===== config.mk =====
export PLATFORM = sky130hd
export DESIGN_NAME = nes_pad_responder
export DESIGN_NICKNAME = d
export VERILOG_FILES = /design/src/rtl/nes_pad_pkg.sv /design/src/rtl/sync_edge.sv /design/src/rtl/nes_pad_responder.sv
export SDC_FILE = /design/constraint.sdc
export NUM_CORES = 1
export LEC_CHECK = 0
export BUFFER_PORTS_ARGS = -buffer_cell sky130_fd_sc_hd__buf_2
export CAP_MARGIN = 20
export CORE_MARGIN = 2
export CORE_UTILIZATION = 45
export DETAILED_ROUTE_END_ITERATION = 12
export HOLD_SLACK_MARGIN = 0.03
export PLACE_DENSITY_LB_ADDON = 0.12
export SYNTH_ARGS = -nofsm -noshare
export SYNTH_HDL_FRONTEND = slang
export SYNTH_SLANG_ARGS = --single-unit

===== constraint.sdc =====
create_clock -name clk -period 1.67 [get_ports clk]
set_input_delay 0.334 -clock clk [delete_from_list [all_inputs] [get_ports clk]]
set_output_delay 0.334 -clock clk [all_outputs]
set_load 0.005 [all_outputs]

===== src/rtl/nes_pad_pkg.sv =====
// Shared constants and types for the NES pad responder and its console-side partner.
package nes_pad_pkg;

    // Number of bits in one pad frame
    localparam int NES_BITS = 8;

    // Bit positions of each button inside the parallel button vector
    localparam int BTN_A      = 0;
    localparam int BTN_B      = 1;
    localparam int BTN_SELECT = 2;
    localparam int BTN_START  = 3;
    localparam int BTN_UP     = 4;
    localparam int BTN_DOWN   = 5;
    localparam int BTN_LEFT   = 6;
    localparam int BTN_RIGHT  = 7;

    // Responder frame states
    typedef enum logic [1:0] {
        IDLE  = 2'd0,
        LOAD  = 2'd1,
        SHIFT = 2'd2,
        DONE  = 2'd3
    } pad_state_t;

endpackage


===== src/rtl/sync_edge.sv =====
// Two-flop synchroniser for an asynchronous level, plus a delay flop that
// turns the synchronised level into a single-cycle rising-edge strobe.
module sync_edge (
    input  logic clk,
    input  logic rst,
    input  logic d,
    output logic s,
    output logic rise
);

    logic meta;
    logic dly;

    // Metastability chain followed by one extra stage for edge detection
    always_ff @(posedge clk or posedge rst) begin
        if (rst) begin
            meta <= 1'b0;
            s    <= 1'b0;
            dly  <= 1'b0;
        end else begin
            meta <= d;
            s    <= meta;
            dly  <= s;
        end
    end

    assign rise = s & ~dly;

endmodule


===== src/rtl/nes_pad_responder.sv =====
// Controller side of the NES serial pad link: captures the buttons while the
// console holds latch, then shifts them out active-low, one bit per pulse.
module nes_pad_responder
    import nes_pad_pkg::*;
#(
    parameter logic FILL_BIT     = 1'b0,
    parameter int   IDLE_TIMEOUT = 1000000
) (
    input  logic                clk,
    input  logic                rst,
    input  logic                latch_in,
    input  logic                pulse_in,
    input  logic [NES_BITS-1:0] buttons,
    output logic                data_out,
    output logic [3:0]          bit_idx,
    output logic                frame_done,
    output logic                pad_idle
);

    localparam int CW = $clog2(IDLE_TIMEOUT + 1);

    logic latch_s;
    logic latch_rise;
    logic pulse_s;
    logic pulse_rise;
    logic unused_pulse_s;

    pad_state_t          state;
    pad_state_t          state_nx;
    logic [NES_BITS-1:0] sr;
    logic [NES_BITS-1:0] sr_nx;
    logic [3:0]          idx_nx;
    logic                fd_nx;
    logic [CW-1:0]       idle_cnt;

    sync_edge u_latch_sync (
        .clk  (clk),
        .rst  (rst),
        .d    (latch_in),
        .s    (latch_s),
        .rise (latch_rise)
    );

    sync_edge u_pulse_sync (
        .clk  (clk),
        .rst  (rst),
        .d    (pulse_in),
        .s    (pulse_s),
        .rise (pulse_rise)
    );

    // Only the pulse edge matters; its synchronised level is not needed here
    assign unused_pulse_s = pulse_s;

    // State register
    always_ff @(posedge clk or posedge rst) begin
        if (rst) begin
            state <= IDLE;
        end else begin
            state <= state_nx;
        end
    end

    // Next-state and datapath decisions; latch always wins over a pulse edge
    always_comb begin
        state_nx = state;
        sr_nx    = sr;
        idx_nx   = bit_idx;
        fd_nx    = 1'b0;
        if (latch_s) begin
            state_nx = LOAD;
            sr_nx    = ~buttons;
            idx_nx   = 4'd0;
        end else begin
            case (state)
                IDLE: begin
                    state_nx = IDLE;
                end
                LOAD: begin
                    state_nx = SHIFT;
                end
                SHIFT: begin
                    if (pulse_rise) begin
                        sr_nx  = {FILL_BIT, sr[NES_BITS-1:1]};
                        idx_nx = bit_idx + 4'd1;
                        if (bit_idx == 4'(NES_BITS - 1)) begin
                            fd_nx    = 1'b1;
                            state_nx = DONE;
                        end
                    end
                end
                DONE: begin
                    if (pulse_rise) begin
                        sr_nx = {FILL_BIT, sr[NES_BITS-1:1]};
                    end
                end
                default: begin
                    state_nx = IDLE;
                end
            endcase
        end
    end

    // Shift register, bit counter and frame strobe; sr resets to all-released
    always_ff @(posedge clk or posedge rst) begin
        if (rst) begin
            sr         <= '1;
            bit_idx    <= 4'd0;
            frame_done <= 1'b0;
        end else begin
            sr         <= sr_nx;
            bit_idx    <= idx_nx;
            frame_done <= fd_nx;
        end
    end

    assign data_out = sr[0];

    // Idle monitor: cleared by each latch rising edge, saturates at the timeout
    always_ff @(posedge clk or posedge rst) begin
        if (rst) begin
            idle_cnt <= '0;
        end else if (latch_rise) begin
            idle_cnt <= '0;
        end else if (idle_cnt != CW'(IDLE_TIMEOUT)) begin
            idle_cnt <= idle_cnt + CW'(1);
        end
    end

    assign pad_idle = (idle_cnt == CW'(IDLE_TIMEOUT));

endmodule


Word level (Yosys, flattened, before mapping) --
Cells that the tools add are included.
Storage, ports and cells: flip-flop bits (word level) 41, input port bits 12, output and inout port bits 7, logic and storage cells 52
Operators by class: equality and inequality tests 8, reductions and logical operators 10, $add $sub $neg 2, bitwise gates (word level) 5, mux-type cells 16
Operators by type and width (count):
- 20-bit 2-to-1 mux | 2
- 8-bit 2-to-1 mux | 3
- 20-bit by 1-bit adder with 20-bit output (second input constant) | 1
- 20-bit equality test (second input constant) | 1
- 20-bit inequality test (second input constant) | 1
- 4-bit 2-to-1 mux | 3
- 8-bit inverter | 1
- 2-bit nonzero test | 4
- 2-bit 2-to-1 mux | 3
- 3-bit by 2-bit inequality test with 1-bit output (second input constant) | 2
- 2-bit one-hot mux with 3 select lines | 1
- 4-bit by 1-bit adder with 4-bit output (second input constant) | 1
- 2-bit equality test (second input constant) | 2
- 4-bit by 3-bit equality test with 1-bit output (second input constant) | 1
- 1-bit 2-to-1 mux | 4
- 2-bit AND reduction | 2
- 4-bit nonzero test | 1
- 3-bit AND reduction | 1
- 1-bit bitwise AND | 2
- 2-bit by 1-bit equality test with 1-bit output (second input constant) | 1
- 2-bit logical NOT | 1
- 1-bit inverter | 2
- 2-bit OR reduction | 1

Logic depth before layout (Yosys ltp) --
depth in word-level cells 5, depth in mapped cells 7, mapped depth without buffers 6

Hierarchy --
A second synthesis with hierarchy kept.
Unflattened totals: cells, all modules 204, area, all modules 1971.9 um^2
Modules (own cells, without submodules):
- nes_pad_responder | area each 1786.7 um^2, times used 1, cells each 194, seq. area each 885.8 um^2
- sync_edge | area each 92.6 um^2, times used 2, cells each 5, seq. area each 75.1 um^2

Worst setup path after synthesis --
Ideal clock, no wire load.
path type reg-to-reg, start point register idle_cnt[0], end point register idle_cnt[14], path slack 0.122 ns, setup time 0.120 ns, cell stages (with the launch flop) 6, clock period less this slack 1.548 ns, buffers on the path 0, data required time 1.550 ns, arrival time 1.428 ns, cell sequence dfrtp_1 -> ha_1 -> nand4_1 -> nor3_1 -> a31oi_1 -> a41o_1
On the way: cells in the longest elaborated chain, start to end 3, elaborated cells on any way between the ends 5, those cells by class add/sub (1); eq/ne (1); mux (2); reduce/logical (1)
RTL lines:
- from (decl) | RTL line nes_pad_responder.sv:34 | logic [CW-1:0] idle_cnt;
- from (signal assigned) | RTL line nes_pad_responder.sv:126 | idle_cnt <= idle_cnt + CW'(1);
- 20-bit by 1-bit adder with 20-bit output | RTL line nes_pad_responder.sv:126
- 20-bit 2-to-1 mux | RTL line nes_pad_responder.sv:125 | end else if (idle_cnt != CW'(IDLE_TIMEOUT)) begin
- 20-bit 2-to-1 mux | RTL line nes_pad_responder.sv:123 | end else if (latch_rise) begin
Parallel ways exist; a longest one is shown, timed or not. The select of a mux whose other input is x is not followed. A chain may end at the register's enable or synchronous reset.

Worst setup path in the final report --
start point register idle_cnt[3], end point output port pad_idle
On the way: cells in the longest elaborated chain, start to end 1
RTL lines:
- 20-bit equality test | RTL line nes_pad_responder.sv:130 | assign pad_idle = (idle_cnt == CW'(IDLE_TIMEOUT));
- to (decl) | RTL line nes_pad_responder.sv:17 | output logic pad_idle
Every way passes these cells.

==> summary.md <==
| Metric | Value |
|---|---|
| Status | `finished with violations` |
| Failing checks | `setup timing` |
| Area leader, netlist | `dfrtp_1` |
| CTS hold repair buffers | `0` |
| First drt pass iteration count | `4` |
| Total CTS buffers | `5` |
| Primary FF master, synth | `dfrtp_1` |
| Power Density | `992.0 mW/mm2` |
| Flops & latches, synth | `41` |
| Routed wire length | `4.201 mm` |
| # IOs | `19` |
| Initial antenna violation count | `0` |
| Cells after synthesis | `203` |
| Fin. Hold Viols | `0` |
| Post-synthesis xor/xnor area fraction | `5.182%` |
| Ant. Diodes | `0` |
| Startpoint Class | `flop` |
| Final core occ | `58.36%` |
| Register area | `0.001041 mm2` |
| Clk sinks | `41` |
| Family with the most delay on the worst path | `simple AND/OR/NAND/NOR gates` |
| Max cap viols | `0` |
| Final worst slack | `-0.1682 ns` |
| Post-DRT Antenna Nets | `0` |
| Clk root buf | `clkbuf_8` |
| P_leak | `1.181 nW` |
| Final Slew Violations | `0` |
| CTS tree | `built` |
| CP required | `1.34 ns` |
| Worst R2R Path Depth | `6` |
| Share of layout cells above drive strength 1 | `34.02%` |
| F_max | `544.0 MHz` |
| Drc violations | `0` |
| Initial DRC count | `77` |
| Seq/Total Area, Yosys | `51.08%` |
| Measured slew at the worst slew-check pin | `0.5157 ns` |
| Worst setup path start | `idle_cnt[3]` |
| Adder-Cell Fraction of Synth Area | `4.318%` |
| Max VDD drop | `555.6 uV` |
| Vias in the first global route | `1569` |
| Setup CP Type | `flop to primary output` |
| Clock Latency Late Sink | `0.29 ns` |
| Multiplexer share of the synthesized area | `1.974%` |
| Largest cells by area after synthesis | `dfrtp_1 41%, dfstp_2 10%, nor2_1 5.6%` |
| WP buf/inv | `1` |
| Area taken by multi-input logic gates | `0.001030 mm2` |
| Gpl congestion | `0.7799` |
| Worst-path cell chain | `nor4b_2, nand3_2, nor2_2, buf_2` |
| Total Power | `2.521 mW` |
| Largest family of logic cells by synthesized area | `simple AND/OR/NAND/NOR gates` |
| Syn nets | `222` |
| HPWL after detailed placement | `2.820 mm` |
| Final Net Count | `262` |
| Total grt overflow | `0` |
| DP Worst Slack | `-0.06290 ns` |
| Final Cell Area | `0.002541 mm2` |
| Crit. End Element | `primary output` |
| Synth cell count leaders | `33 x dfrtp_1, 30 x nor2_1, 21 x nand2_1, 12 x a21oi_1, 11 x o21ai_0` |
| Fillers | `378` |
| Area grow syn2layout | `25.29%` |
| First-pass GRT wire length | `7.293 mm` |
| CP max stage cell | `dfrtp_1` |
| Hold depth | `1` |
| Vias per cell | `5.334` |
| DIE HEIGHT | `71.14 um` |
| Die area | `0.005060 mm2` |
| Compound-gate portion of the synthesized area | `10.92%` |
| Clk buf depth | `2` |
| Post-route minimum period | `1.838 ns` |
| Largest net degree at the start of global routing | `42` |
| CTS H-tree depth | `2` |
| Post-synth EDFFs | `0` |
| CP Max Fanout | `4` |
| Hold slack final | `0.1450 ns` |
| WP data arrival | `1.50 ns` |
| Hold_sp | `pulse_in` |
| Hold Crit Class | `input port to flop` |
| Die width | `71.14 um` |
| Warnings from Yosys | `0` |
| Synth Cell Area | `0.002028 mm2` |
| Initial Util | `46.58%` |
| Placed instance area | `0.002281 mm2` |
| Top-count cell post-synth | `dfrtp_1` |
| Number of distinct library cells after synthesis | `41` |
| Port Buf Inserts | `18` |
| GRT Total Usage | `18.40%` |
| Avg Cell Area, Syn | `9.991 um2` |
| Setup violators final | `2` |
| Simple-gate share of the synthesized area | `23.57%` |
| Std-Cell Rows | `24` |
| Clock slew at reported path FFs | `0.08 ns` |
| Post-synth ARST share | `100.0%` |
| Max_slew headroom | `65.62%` |
| Origin of the critical flop-to-flop path | `idle_cnt[3]` |
| Final period util | `110.1%` |
| Wire length per cell | `14.19 um` |
| Critical path's largest stage delay | `0.43 ns` |
| Vias | `1579` |
| RSZ-0062 raised after global routing | `yes` |
| Clock skew | `0.004845 ns` |
| Core area | `0.004354 mm2` |
| CP Depth | `4` |
| Post-synth top area share | `40.72%` |
-- per-stage QoR --
stage	instances	TNS, ns
2_1_floorplan	203	0
3_3_place_gp	283	0
3_5_place_dp	283	-0.1041
4_1_cts	296	-0.1525
5_1_grt	296	-0.3632
6_report	296	-0.1989
-- power by group --
part           switching (mW)  total, mW  internal (mW)  leakage [nW]
registers               0.117       1.23           1.12         0.515
clock network           0.343      0.828          0.486        0.0574
logic                   0.237      0.459          0.222         0.608
-- cells in the final DEF (no fill, tap or decap), types with 2 or more instances in the layout --
cell / n
a21oi_1: 12
a31o_2: 3
a31oi_1: 2
a41o_1: 2
and3_1: 2
buf_2: 18
buf_4: 22
clkbuf_8: 6
dfrtp_1: 29
dfrtp_2: 4
dfstp_2: 8
ha_1: 5
ha_4: 2
inv_1: 4
inv_2: 3
mux2i_1: 4
nand2_1: 21
nand2b_1: 2
nand3_1: 6
nand3_2: 2
nand4_1: 4
nor2_1: 29
nor3_1: 3
nor4_4: 2
nor4b_2: 3
o21ai_0: 11
or3_1: 2
xnor2_1: 5
xor2_1: 7
-- final timing paths --
path,endpoint,slack (ns)
worst max register to register,idle_cnt[1],-0.03
min in group asynchronous,idle_cnt[8],0.16
worst min-delay path,u_pulse_sync.meta,0.14
max in group asynchronous,idle_cnt[2],1.14
worst min register to register,u_pulse_sync.s,0.36
worst max-delay path,pad_idle,-0.17
-- cell type report --
cell class	instances	area share, %
clock inverters	2	1.477
clock buffers	6	3.250
inverters	8	1.182
flip-flops and latches	41	40.97
well taps	52	2.560
multi-input cells	147	40.52
repair buffers	40	10.04
-- cell families (layout without fill, tap and decap cells) --
family / Yosys count / after routing
flops: 41 / 41
mux: 4 / 4
simple gates: 88 / 88
buf+inv: 15 / 56
compound gates: 36 / 36
xor+xnor: 12 / 12
fa+ha+maj: 7 / 7
-- state kept, by name (all words and copies together), names as in the netlist --
register / count
idle_cnt: 20
u_latch_sync.meta: 1
u_latch_sync.dly: 1
bit_idx: 4
sr: 8
u_pulse_sync.s: 1
frame_done: 1
u_pulse_sync.dly: 1
state: 2
u_latch_sync.s: 1
u_pulse_sync.meta: 1
-- routing by layer --
| layer | up-vias | wire, um | track usage (%) |
|---|---|---|---|
| li1 | 788 | - | - |
| met1 | 752 | 1865 | 24.65 |
| met2 | 30 | 2054 | 29.49 |
| met3 | 9 | 201 | 3.846 |
| met4 | 0 | 79 | 7.128 |
| met5 | - | 0 | 0 |
-- what timing repair did --
item / 4_1_cts / 5_1_grt
setup buffers: 6 / 0
setup endpoints to repair: 4 / 7
resized for setup: 12 / 11
pin swaps: 5 / 4
-- worst register-to-register path, cell delays in order, from the launching register on --
cell      delay [ns]
dfrtp_1         0.43
nor4b_2         0.40
nand3_2         0.15
buf_4           0.15
buf_4           0.14
o211ai_1        0.20
o41ai_2         0.11
(Power assumes the default switching activity.)
